## config.mk

```make
export PLATFORM = sky130hd
export DESIGN_NAME = led_frame_loader
export DESIGN_NICKNAME = d
export VERILOG_FILES = /design/src/rtl/led_frame_loader.sv
export SDC_FILE = /design/constraint.sdc
export NUM_CORES = 1
export LEC_CHECK = 0
export BUFFER_PORTS_ARGS = -buffer_cell sky130_fd_sc_hd__buf_2
export CORE_ASPECT_RATIO = 0.7
export CORE_MARGIN = 5
export CORE_UTILIZATION = 57
export DETAILED_ROUTE_END_ITERATION = 10
export PLACE_DENSITY = 0.8
export SETUP_SLACK_MARGIN = 0.1
export SLEW_MARGIN = 10
export SYNTH_ARGS = -nofsm -noshare
export SYNTH_HDL_FRONTEND = slang
export SYNTH_SLANG_ARGS = --single-unit
```

## constraint.sdc

```tcl
create_clock -name i_clk -period 3.6 [get_ports i_clk]
set_input_delay 1.08 -clock i_clk [delete_from_list [all_inputs] [get_ports i_clk]]
set_output_delay 1.08 -clock i_clk [all_outputs]
set_load 0.05 [all_outputs]
```

## src/rtl/led_frame_loader.sv

```systemverilog
// Serial-to-frame loader for a 16x16 1-bit LED panel. It shifts row words in
// from a 3-wire link and swaps a double-buffered frame store at frame boundaries.
module led_frame_loader #(
  parameter int unsigned SYNC_STAGES  = 2,
  parameter bit          SWAP_ON_SYNC = 1'b1
) (
  input  logic        i_clk,
  input  logic        i_reset,
  input  logic        i_ser_clk,
  input  logic        i_ser_data,
  input  logic        i_ser_cs_n,
  input  logic        i_frame_sync,
  input  logic [3:0]  i_rd_addr,
  output logic [15:0] o_rd_data,
  output logic        o_swap_pending,
  output logic        o_frame_done,
  output logic        o_overrun
);

  localparam logic [2:0] S_IDLE    = 3'd0;
  localparam logic [2:0] S_SHIFT   = 3'd1;
  localparam logic [2:0] S_COMMIT  = 3'd2;
  localparam logic [2:0] S_WAIT    = 3'd3;
  localparam logic [2:0] S_DISCARD = 3'd4;

  logic [SYNC_STAGES-1:0] r_sclk_sync;
  logic [SYNC_STAGES-1:0] r_sdat_sync;
  logic [SYNC_STAGES-1:0] r_cs_sync;
  logic                   r_sclk_prev;
  logic                   r_cs_prev;

  logic [2:0]  r_state;
  logic [3:0]  r_bit_cnt;
  logic [3:0]  r_wr_row;
  logic [15:0] r_shreg;
  logic        r_front;
  logic        r_swap_pending;
  logic        r_frame_done;
  logic        r_overrun;
  logic [15:0] r_rd_data;
  // Entry {bank,row}: bank 0 occupies 0..15, bank 1 occupies 16..31.
  logic [15:0] r_mem [0:31];

  logic w_sclk;
  logic w_sdat;
  logic w_cs_n;
  logic w_rise;
  logic w_cs_fall;
  logic w_swap_ev;

  assign w_sclk    = r_sclk_sync[SYNC_STAGES-1];
  assign w_sdat    = r_sdat_sync[SYNC_STAGES-1];
  assign w_cs_n    = r_cs_sync[SYNC_STAGES-1];
  assign w_rise    = w_sclk & ~r_sclk_prev;
  assign w_cs_fall = ~w_cs_n & r_cs_prev;
  assign w_swap_ev = SWAP_ON_SYNC ? i_frame_sync : 1'b1;

  // Pin synchronizers and edge-detect history.
  always_ff @(posedge i_clk) begin
    if (i_reset) begin
      r_sclk_sync <= '0;
      r_sdat_sync <= '0;
      r_cs_sync   <= '1;
      r_sclk_prev <= 1'b0;
      r_cs_prev   <= 1'b1;
    end else begin
      r_sclk_sync <= {r_sclk_sync[SYNC_STAGES-2:0], i_ser_clk};
      r_sdat_sync <= {r_sdat_sync[SYNC_STAGES-2:0], i_ser_data};
      r_cs_sync   <= {r_cs_sync[SYNC_STAGES-2:0], i_ser_cs_n};
      r_sclk_prev <= w_sclk;
      r_cs_prev   <= w_cs_n;
    end
  end

  // Load FSM, back-buffer writes and swap control.
  always_ff @(posedge i_clk) begin
    if (i_reset) begin
      r_state        <= S_IDLE;
      r_bit_cnt      <= 4'd0;
      r_wr_row       <= 4'd0;
      r_shreg        <= 16'd0;
      r_front        <= 1'b0;
      r_swap_pending <= 1'b0;
      r_frame_done   <= 1'b0;
      r_overrun      <= 1'b0;
      for (int i = 0; i < 32; i++) begin
        r_mem[i] <= 16'd0;
      end
    end else begin
      r_frame_done <= 1'b0;
      // A new frame opening while one still waits is lost, whatever the state.
      if (w_cs_fall && r_swap_pending) begin
        r_overrun <= 1'b1;
      end
      case (r_state)
        S_IDLE: begin
          if (w_cs_fall) begin
            if (r_swap_pending) begin
              r_state <= S_DISCARD;
            end else begin
              r_state   <= S_SHIFT;
              r_bit_cnt <= 4'd0;
              r_wr_row  <= 4'd0;
            end
          end
        end
        S_SHIFT: begin
          if (w_cs_n) begin
            r_state <= S_IDLE;
          end else if (w_rise) begin
            r_shreg   <= {r_shreg[14:0], w_sdat};
            r_bit_cnt <= r_bit_cnt + 4'd1;
            if (r_bit_cnt == 4'd15) begin
              r_state <= S_COMMIT;
            end
          end
        end
        S_COMMIT: begin
          r_mem[{~r_front, r_wr_row}] <= r_shreg;
          if (r_wr_row == 4'd15) begin
            r_wr_row       <= 4'd0;
            r_swap_pending <= 1'b1;
            r_state        <= S_WAIT;
          end else begin
            r_wr_row <= r_wr_row + 4'd1;
            r_state  <= S_SHIFT;
          end
        end
        S_WAIT: begin
          if (w_swap_ev) begin
            r_front        <= ~r_front;
            r_swap_pending <= 1'b0;
            r_frame_done   <= 1'b1;
            r_state        <= w_cs_n ? S_IDLE : S_DISCARD;
          end
        end
        S_DISCARD: begin
          if (w_cs_n) begin
            r_state <= S_IDLE;
          end
        end
        default: begin
          r_state <= S_IDLE;
        end
      endcase
    end
  end

  // Registered front-buffer read port.
  always_ff @(posedge i_clk) begin
    if (i_reset) begin
      r_rd_data <= 16'd0;
    end else begin
      r_rd_data <= r_mem[{r_front, i_rd_addr}];
    end
  end

  assign o_rd_data      = r_rd_data;
  assign o_swap_pending = r_swap_pending;
  assign o_frame_done   = r_frame_done;
  assign o_overrun      = r_overrun;

endmodule

```

# ---- After elaboration in Yosys (flattened, before gate mapping)
# Memories as Yosys holds them, arrays and structs flattened. A register that Yosys moved wholly into a read port is not among the register bits.
# Cells that the tools add are included.
dict set report op_classes {
  add_sub_neg 2
  mux 29
  eq_ne 15
  n_bitwise 6
  n_reduce_logical 13
}
# operator n
set op_table {}
lappend op_table {{3-bit two-way mux} 8}
lappend op_table {{4-bit two-way mux} 5}
lappend op_table {{16-bit two-way mux} 1}
lappend op_table {{4-bit one-hot mux with 2 select lines} 2}
lappend op_table {{16-bit OR reduction} 1}
lappend op_table {{3-bit one-hot mux with 5 select lines} 1}
lappend op_table {{2-bit inequality test (second input constant)} 7}
lappend op_table {{5-bit AND reduction} 2}
lappend op_table {{1-bit two-way mux} 9}
lappend op_table {{3-bit AND reduction} 3}
lappend op_table {{4-bit by 1-bit adder with 4-bit output (second input constant)} 2}
lappend op_table {{4-bit equality test (second input constant)} 2}
lappend op_table {{3-bit by 2-bit equality test with 1-bit output (second input constant)} 2}
lappend op_table {{3-bit inequality test (second input constant)} 2}
lappend op_table {{2-bit nonzero test} 3}
lappend op_table {{5-bit two-way mux} 1}
lappend op_table {{1-bit inverter} 4}
lappend op_table {{3-bit by 1-bit equality test with 1-bit output (second input constant)} 1}
lappend op_table {{3-bit equality test (second input constant)} 1}
lappend op_table {{3-bit zero test} 1}
lappend op_table {{1-bit AND} 2}
lappend op_table {{2-bit two-way mux} 1}
lappend op_table {{1-bit one-hot mux with 2 select lines} 1}
lappend op_table {{2-bit AND reduction} 1}
lappend op_table {{2 further kinds} 2}
dict set report totals {
  out_inout_bits 19
  mem_count 1
  mem_bits_rw 512
  ff_bits 39
}
# name words width read_ports rd_clocked_by_memory_dff wr line
set memory_table {}
lappend memory_table {r_mem 32 16 1 1 32 42} ;# logic [15:0] r_mem [0:31];

# ---- Longest topological paths before layout
# Gate-level depths: netlist of the first run.
dict set report logic_depth {
  word_depth 6
  ltp_mapped 7
}

# ---- Worst setup path after synthesis of the first run
# Ideal clock, no wire load.
dict set report synth_timing {
  path_type {input to register}
  from {input port i_reset}
  to {memory r_mem[15][0] (enable)}
  cell_stages 4
  setup_slack_ps 79
  arrival_time_ps 3110
  setup_ps 411
  n_path_buf 1
  cell_sequence {nor4b_4 -> nand2_2 -> buf_4 -> o21ai_0}
}
# element line
set synth_rtl {}
lappend synth_rtl {{start: declaration} 8} ;# input logic i_reset,
lappend synth_rtl {{end: declaration} 42}

==> results.sh, run 1 <==
export IMPL_status="finished, final reports clean"
export IMPL_reg2reg_depth=4
export IMPL_synth_enable_flop_cells=512
export IMPL_synth_top_cell_area_share=0.609
export IMPL_rows=64
export IMPL_hold_depth=1
export IMPL_r2r_end="r_mem[1][14]$_SDFFCE_PN0P_"
export IMPL_min_path_type="reg -> reg"
export IMPL_drt_initial_drc_count=2025
export IMPL_cts_sinks=567
export IMPL_path_class="in -> reg"
export IMPL_grt_pass1_wl_um=93600
export IMPL_dp_cells=2275
export IMPL_regArea_mm2=0.0165
export IMPL_grt_overflow=0
export IMPL_avgSynthCellArea_um2=14.8
export IMPL_antenna_cells=0
export IMPL_cts_clk_slew_worst_paths_ps=60
export IMPL_yosys_most_used_dff="edfxtp_1"
export IMPL_endpoint_kind="register"
export IMPL_slew_violations=0
export IMPL_yosys_cell_types_count=49
export IMPL_p_per_area_mw_per_mm2=502
export IMPL_rsz0062_at_grt="no"
export IMPL_place_hpwl_um=37900
export IMPL_dieArea_mm2=0.0487
export IMPL_postCtsHoldBufs=0
export IMPL_post_route_drc_count=0
export IMPL_wire_per_inst_um=26.1
export IMPL_ys_seq_area_frac=0.652
export IMPL_clock_path_buffers=3
export IMPL_io_pins=29
export IMPL_cts_made_buffers=54
export IMPL_htreeDepth=2
export IMPL_worstHoldStart="r_cs_sync[0]$_SDFF_PP1_"
export IMPL_tightestPinTransition_ps=1230
export IMPL_totalWireLength_um=61900
export IMPL_drive_gt1_frac=0.186
export IMPL_numPortBuffers=28
export IMPL_critPathRequiredTime_ps=4040
export IMPL_timing_fmax_mhz=354
export IMPL_path_max_fanout=16
export IMPL_period_share=0.784
export IMPL_setup_tns_ps=0
export IMPL_ys_ff_latch=567
export IMPL_cp_data_arrival_time_ps=3260
export IMPL_synthToLayoutAreaGrowth_pct=11.5
export IMPL_rrSetupSlack_ps=790
export IMPL_grt_antenna_before_repair=1
export IMPL_layout_common_cells="and2_1, edfxtp_1, mux4_2"
export IMPL_gp_congestion=0.912
export IMPL_syn_inst=1706
export IMPL_async_flop_share=0
export IMPL_p_leak_nw=10.0
export IMPL_yosysWarnings=0
export IMPL_grt_max_degree=49
export IMPL_cts_setup_buffers=0
export IMPL_initial_utilization=0.578
export IMPL_relSlewSlack=0.177
export IMPL_firstDrtPassIters=6
export IMPL_synth_top_area_cell="edfxtp_1"
export IMPL_final_common_cell="and2_1"
export IMPL_cpMaxStageDelayCell="nor2_1"
export IMPL_ir_drop_uv=385
export IMPL_grt_usage=0.259
export IMPL_cp_cell_sequence="buf_2 -> nor4b_4 -> nand2_2 -> nor2_1 -> and2_1"
export IMPL_fp_dieH_um=186
export IMPL_fin_util=0.644
export IMPL_tritoncts="done"
export IMPL_clk_latency_ps=590
export IMPL_syn_nets=1721
export IMPL_hold_violations=0
export IMPL_vias=14784
export IMPL_drv_cap=0
export IMPL_viasPerCell=6.23
export IMPL_setup_viol=0
export IMPL_fillerInstances=3048
export IMPL_ant_nets=0
export IMPL_die_w_um=262
export IMPL_min_to="r_cs_sync[1]$_SDFF_PP1_"
export IMPL_fin_cells=2374
export IMPL_multi_input_area_mm2=0.00813
export IMPL_grt_pass1_vias=14939
export IMPL_fin_crit_ps=2820
export IMPL_cts_root_buf="clkbuf_16"
export IMPL_cts_resized_gates=0
export IMPL_start_kind="input pin"
export IMPL_synthTopCellsByArea="edfxtp_1, and2_1, mux4_2, dfxtp_1, mux2i_1"
export IMPL_fin_nets=1752
export IMPL_cp_slowest_stage_delay_ps=980
export IMPL_synthesis_area_mm2=0.0253
export IMPL_r2r_start="r_state[1]$_SDFFE_PP0P_"
export IMPL_worst_clock_skew_ps=33.8
export IMPL_core_area_mm2=0.0437
## sequential cells by signal, indices dropped and copies added (netlist names)
name            flops
r_sclk_sync         2
r_state             3
o_frame_done        1
r_sclk_prev         1
o_overrun           1
r_mem             512
r_front             1
r_sdat_sync         2
o_rd_data          16
r_bit_cnt           4
o_swap_pending      1
r_wr_row            4
r_shreg            16
r_cs_sync           2
r_cs_prev           1
## per-layer routing
| metal | track usage | part of all wire | up-vias |
|---|---|---|---|
| met2 | 0.395 | 0.45 | 802 |
| met1 | 0.373 | 0.40 | 7522 |
| li1 | - | - | 6322 |
| met5 | 0 | 0 | - |
| met3 | 0.0719 | 0.12 | 138 |
| met4 | 0.0763 | 0.031 | 0 |
## critical path: cells and delay by family
kind	cells	cell delay [ps]
simple gates	4	2030
buf+inv	1	130
## cell families (layout without fill, tap and decap cells)
family,count (synthesis),count (layout),share of synthesized area
simple gates,654,654,0.155
flops,567,567,0.652
mux,178,178,0.126
buf+inv,155,229,0.0261
compound gates,144,144,0.0377
fa+ha+maj,5,5,0.00248
xor+xnor,3,3,0.00104
## metrics by stage
step / setup slack [ps] / area (µm²) / hold WS (ps) / total power (W)
floorplan: 78.6 / 25300 / 389 / 0.00817
global placement: 166 / 26400 / 401 / 0.00850
finish: 778 / 28200 / 415 / 0.0141
global route: 639 / 28200 / 434 / 0.0145
detailed placement: 206 / 26400 / 402 / 0.00853
CTS: 789 / 28200 / 416 / 0.0142
## cell usage after synthesis, types with 3 or more instances
| cell type | number |
|---|---|
| edfxtp_1 | 512 |
| nand2_2 | 4 |
| nor2_2 | 7 |
| mux2i_1 | 66 |
| mux4_2 | 112 |
| nand2_1 | 51 |
| and2_1 | 514 |
| a21oi_1 | 20 |
| nor2_1 | 34 |
| xor2_1 | 3 |
| nor2b_1 | 12 |
| a31oi_1 | 18 |
| nor3_1 | 4 |
| o21ai_0 | 48 |
| buf_1 | 4 |
| buf_4 | 8 |
| ha_1 | 5 |
| a221o_1 | 16 |
| o2111ai_1 | 4 |
| clkbuf_2 | 8 |
| clkbuf_1 | 100 |
| and3_1 | 3 |
| dfxtp_1 | 55 |
| a22oi_1 | 17 |
| inv_1 | 4 |
| nand3b_1 | 3 |
| buf_2 | 29 |
| a221oi_1 | 12 |
| nand3_1 | 8 |
## power breakdown
part	switching [W]	leakage, nW	internal, W
Sequential	0.0000864	5.50	0.00742
Combinational	0.000549	3.65	0.000352
Clock	0.00240	0.863	0.00333
## worst max path at each step
stage	cells past startpoint	start	slack (ps)	to
final	5	i_reset	780	r_mem[1][14]$_SDFFCE_PN0P_
after global routing	4	r_state[1]$_SDFFE_PP0P_	640	r_mem[9][7]$_SDFFCE_PN0P_
after CTS	5	i_reset	790	r_mem[7][12]$_SDFFCE_PN0P_
after detailed placement	5	i_reset	210	r_mem[7][0]$_SDFFCE_PN0P_
after global placement	5	i_reset	170	r_mem[22][6]$_SDFFCE_PN0P_
after floorplan	4	i_reset	80	r_mem[15][0]$_SDFFCE_PN0P_
## final cells by class
class | count | area share
repair buffers | 124 | 0.0355
clock buffers | 75 | 0.0545
flip-flops and latches | 567 | 0.585
multi-input cells | 984 | 0.289
inverters | 6 | 0.000800
well taps | 594 | 0.0264
clock inverters | 24 | 0.00897
No activity file was read; power rests on OpenSTA's default activity.
==> run 2: changes to the inputs <==
Clock period 3.6 ns to 2.4 ns, I/O delays scaled along.
==> run 2 against run 1 <==
Net effect:
- final area up 5.3%
- count of clock-buffer cells in the layout decreased by 2
- sequential share of layout area decreased by 3.0 points
==> results.sh, run 2 (synthesis gave the netlist of run 1 again) <==
export IMPL_fin_cells=2461
export IMPL_worst_clock_skew_ps=27.2
export IMPL_largest_reg_flops=512
export IMPL_grt_max_degree=49
export IMPL_drive_gt1_frac=0.242
export IMPL_place_hpwl_um=41900
export IMPL_min_path_type="in -> reg"
export IMPL_cp_data_arrival_time_ps=2580
export IMPL_grt_pass1_wl_um=98200
export IMPL_ir_drop_uv=477
export IMPL_final_common_cell="and2_1"
export IMPL_crit_end="o_rd_data[2]$_SDFF_PP0_"
export IMPL_dp_cells=2363
export IMPL_cts_made_buffers=52
export IMPL_grt_antenna_before_repair=0
export IMPL_p_per_area_mw_per_mm2=716
export IMPL_tritoncts="done"
export IMPL_io_pins=29
export IMPL_fillerInstances=2871
export IMPL_totalWireLength_um=65300
export IMPL_synthToLayoutAreaGrowth_pct=17.4
export IMPL_p_leak_nw=10.7
export IMPL_grt_usage=0.273
export IMPL_wire_per_inst_um=26.5
export IMPL_path_max_fanout=15
export IMPL_grt_pass1_vias=15446
export IMPL_rrSetupSlack_ps=320
export IMPL_firstDrtPassIters=5
export IMPL_endpoint_kind="register"
export IMPL_postCtsHoldBufs=0
export IMPL_start_kind="input pin"
export IMPL_cts_clk_slew_worst_paths_ps=70
export IMPL_drt_initial_drc_count=1865
export IMPL_post_route_drc_count=0
export IMPL_cts_sinks=567
export IMPL_pre_cts_ws_ps=-263
export IMPL_fin_nets=1838
export IMPL_relSlewSlack=0.243
export IMPL_slew_violations=0
export IMPL_setup_viol=0
export IMPL_finalWorstSetupSlack_ps=245
export IMPL_vias=15110
export IMPL_viasPerCell=6.14
export IMPL_tightestPinTransition_ps=1130
export IMPL_ant_nets=0
export IMPL_rsz0062_at_grt="no"
export IMPL_cp_startpoint="i_rd_addr[1]"
export IMPL_cts_resized_gates=0
export IMPL_timing_fmax_mhz=464
export IMPL_period_share=0.898
export IMPL_initial_utilization=0.578
export IMPL_dieArea_mm2=0.0487
export IMPL_clk_latency_ps=590
export IMPL_regMostFlops="r_mem"
export IMPL_layout_common_cells="and2_1, edfxtp_1, buf_4"
export IMPL_hold_violations=0
export IMPL_grt_overflow=0
export IMPL_r2r_end="o_rd_data[0]$_SDFF_PP0_"
export IMPL_core_area_mm2=0.0437
export IMPL_critPathRequiredTime_ps=2820
export IMPL_status="finished, final reports clean"
export IMPL_die_w_um=262
export IMPL_rows=64
export IMPL_gp_congestion=0.847
export IMPL_drv_cap=0
export IMPL_reg2reg_depth=6
export IMPL_fin_crit_ps=2160
export IMPL_cts_root_buf="clkbuf_16"
export IMPL_cts_setup_buffers=0
export IMPL_numPortBuffers=28
export IMPL_htreeDepth=2
export IMPL_clock_path_buffers=3
export IMPL_r2r_start="r_front$_SDFFE_PP0P_"
export IMPL_path_class="in -> reg"
export IMPL_fp_dieH_um=186
==> run 2: cell types whose count changed in the layout (fill, tap and decap cells not counted), moves of 4 or more <==
cell      before  now
buf_12        10   52
o21ai_1       32    0
clkinv_1      11    7
o21ai_4        0   32
buf_4         86  132
==> run 2: final cells by class <==
type	count	area (µm²)	share of cell area
diodes	1	2.50	0.0000844
clock buffers	73	1480	0.0498
clock inverters	24	256	0.00865
inverters	6	23.8	0.000802
multi-input cells	984	8490	0.286
flip-flops and latches	567	16500	0.556
well taps	594	743	0.0251
repair buffers	212	2180	0.0737
==> run 2: worst min path at each step <==
stage / from / slack (ps) / to / cells after the start
final: i_ser_cs_n / 330 / r_cs_sync[0]$_SDFF_PP1_ / 2
after global routing: i_ser_cs_n / 330 / r_cs_sync[0]$_SDFF_PP1_ / 2
after CTS: i_ser_cs_n / 320 / r_cs_sync[0]$_SDFF_PP1_ / 2
after detailed placement: r_cs_sync[0]$_SDFF_PP1_ / 400 / r_cs_sync[1]$_SDFF_PP1_ / 1
after global placement: r_cs_sync[0]$_SDFF_PP1_ / 390 / r_cs_sync[1]$_SDFF_PP1_ / 1
after floorplan: r_cs_sync[0]$_SDFF_PP1_ / 390 / r_cs_sync[1]$_SDFF_PP1_ / 1
==> run 2: worst max-delay path: stages <==
cell     delay (ps)
buf_6           100
buf_4           310
mux4_2          600
o21ai_0         660
a31oi_1         180
==> run 2: report_power, final <==
group          switching [W]  internal, W
sequential          0.000143       0.0111
clock                0.00358      0.00484
combinational       0.000867     0.000680
total                0.00459       0.0166
==> run 2: per-stage QoR <==
stage / hold slack [ps] / util / power [W] / instance area [µm²] / setup TNS, ps
final: 334 / 0.678 / 0.0212 / 29700 / 0
after floorplan: 389 / - / 0.0123 / 25600 / 0
after global routing: 332 / 0.678 / 0.0218 / 29600 / 0
after global placement: 394 / 0.639 / 0.0129 / 27900 / -1480
after detailed placement: 400 / 0.639 / 0.0130 / 27900 / -2240
after CTS: 315 / 0.678 / 0.0213 / 29600 / 0
==> run 2: per-layer routing <==
metal	wire [µm]	share of wire	GRT usage
met5	0	0	0
met4	1510	0.023	0.0653
met3	7680	0.12	0.0661
met2	30200	0.46	0.429
met1	25900	0.40	0.396
==> run 3: changes to the inputs <==
Settings changed: CORE_UTILIZATION 57 to 63, PLACE_DENSITY 0.8 to 0.84.
Clock period 2.4 ns to 2.1 ns, I/O delays scaled along.
==> run 3 against run 2 <==
Net effect:
- final area rose by 1.1%
- clock skew is 15 ps lower
- clock power is 16% higher
- sequential power increased by 14%
- non-clock buffer count up 37
- via count increased by 2.8%
- core utilization is 7.7 points higher
- critical path type is now reg -> out
- critical endpoint is now o_rd_data[14]
==> results.sh, run 3 (synthesis gave the netlist of run 1 again) <==
export IMPL_grt_busiest_layer="met2"
export IMPL_cpMaxStageDelayCell="dfxtp_1"
export IMPL_core_area_mm2=0.0397
export IMPL_place_hpwl_um=42800
export IMPL_fillerInstances=2272
export IMPL_hold_depth=2
export IMPL_min_path_type="in -> reg"
export IMPL_cts_clk_slew_worst_paths_ps=70
export IMPL_htreeDepth=2
export IMPL_initial_utilization=0.637
export IMPL_grt_max_degree=35
export IMPL_tritoncts="done"
export IMPL_period_share=0.942
export IMPL_synthToLayoutAreaGrowth_pct=18.7
export IMPL_grt_usage=0.298
export IMPL_slew_violations=0
export IMPL_io_pins=29
export IMPL_grt_pass1_vias=15982
export IMPL_die_w_um=249
export IMPL_critPathRequiredTime_ps=1470
export IMPL_ant_nets=0
export IMPL_grt_pass1_wl_um=98800
export IMPL_rows=61
export IMPL_clock_path_buffers=3
export IMPL_setup_tns_ps=0
export IMPL_grt_use_met3=0.0715
export IMPL_grt_overflow=0
export IMPL_fin_cells=2437
export IMPL_drt_initial_drc_count=1970
export IMPL_cts_setup_buffers=0
export IMPL_drv_cap=0
export IMPL_p_per_area_mw_per_mm2=817
export IMPL_drive_gt1_frac=0.262
export IMPL_fin_crit_ps=1980
export IMPL_timing_critical_path_depth=1
export IMPL_p_leak_nw=10.9
export IMPL_post_route_drc_count=0
export IMPL_fp_dieH_um=178
export IMPL_cts_made_buffers=51
export IMPL_firstDrtPassIters=8
export IMPL_worst_clock_skew_ps=12.6
export IMPL_status="finished, final reports clean"
export IMPL_layout_common_cells="and2_1, edfxtp_1, buf_4"
export IMPL_hold_violations=0
export IMPL_dieArea_mm2=0.0443
export IMPL_path_buf_inv=1
export IMPL_regMostFlops="r_mem"
export IMPL_ir_drop_uv=643
export IMPL_endpoint_kind="output port"
export IMPL_pre_cts_ws_ps=-486
export IMPL_finalWorstSetupSlack_ps=123
export IMPL_gr_usage_met2=0.487
export IMPL_reg2reg_depth=3
export IMPL_vias=15528
export IMPL_relSlewSlack=0.371
export IMPL_tightestPinTransition_ps=940
export IMPL_setup_viol=0
export IMPL_timing_fmax_mhz=506
export IMPL_largest_reg_flops=512
export IMPL_cts_resized_gates=2
export IMPL_cts_sinks=567
export IMPL_gp_congestion=0.882
export IMPL_viasPerCell=6.37
export IMPL_cp_cell_sequence="buf_2"
export IMPL_dp_cells=2341
export IMPL_clk_latency_ps=580
export IMPL_numPortBuffers=28
export IMPL_fin_nets=1874
export IMPL_use_met1=0.412
export IMPL_cts_root_buf="clkbuf_16"
export IMPL_cp_slowest_stage_delay_ps=450
export IMPL_path_class="reg -> out"
export IMPL_grt_antenna_before_repair=0
export IMPL_postCtsHoldBufs=0
export IMPL_rsz0062_at_grt="no"
export IMPL_critPathTopFamily="flip-flops"
export IMPL_timing_hold_ws_ps=233
export IMPL_totalWireLength_um=65500
export IMPL_wire_per_inst_um=26.9
export IMPL_final_common_cell="and2_1"
export IMPL_cp_data_arrival_time_ps=1350
export IMPL_path_max_fanout=2
export IMPL_start_kind="register"
[run 3: layout make-up]
| type | instances | area (µm²) | share of cell area |
|---|---|---|---|
| multi-input combinational | 984 | 8490 | 0.283 |
| antenna | 1 | 2.50 | 0.0000834 |
| clock inverter | 24 | 275 | 0.00918 |
| tap | 535 | 669 | 0.0223 |
| sequential | 567 | 16500 | 0.550 |
| timing repair buffer | 249 | 2550 | 0.0850 |
| clock buffer | 71 | 1490 | 0.0498 |
| inverter | 6 | 23.8 | 0.000793 |
[run 3: stage by stage]
stage | power (W) | util | cell area (µm²)
2_1_floorplan | 0.0140 | - | 25600
3_3_place_gp | 0.0148 | 0.711 | 28200
3_5_place_dp | 0.0149 | 0.711 | 28200
4_1_cts | 0.0246 | 0.755 | 30000
5_1_grt | 0.0252 | 0.756 | 30000
6_report | 0.0245 | 0.756 | 30000
[run 3: layer usage]
| metal | share of wire | up-vias |
|---|---|---|
| li1 | - | 6567 |
| met3 | 0.12 | 132 |
| met4 | 0.025 | 2 |
| met1 | 0.37 | 7798 |
| met2 | 0.48 | 1029 |
| met5 | 0.0016 | - |
[run 3: where the power goes]
part	internal [W]	switching [W]	leakage (nW)	total, W
sequential	0.0127	0.000170	5.51	0.0129
combinational	0.000821	0.000997	4.57	0.00182
clock	0.00571	0.00410	0.868	0.00980
total	0.0192	0.00526	10.9	0.0245
[run 3: path summary, 6_finish.rpt]
check	start	end	slack, ps
worst max-delay path	o_rd_data[14]$_SDFF_PP0_	o_rd_data[14]	120
worst min-delay path	i_ser_cs_n	r_cs_sync[0]$_SDFF_PP1_	230
worst max register to register	r_front$_SDFFE_PP0P_	o_rd_data[5]$_SDFF_PP0_	200
worst min register to register	r_cs_sync[0]$_SDFF_PP1_	r_cs_sync[1]$_SDFF_PP1_	420
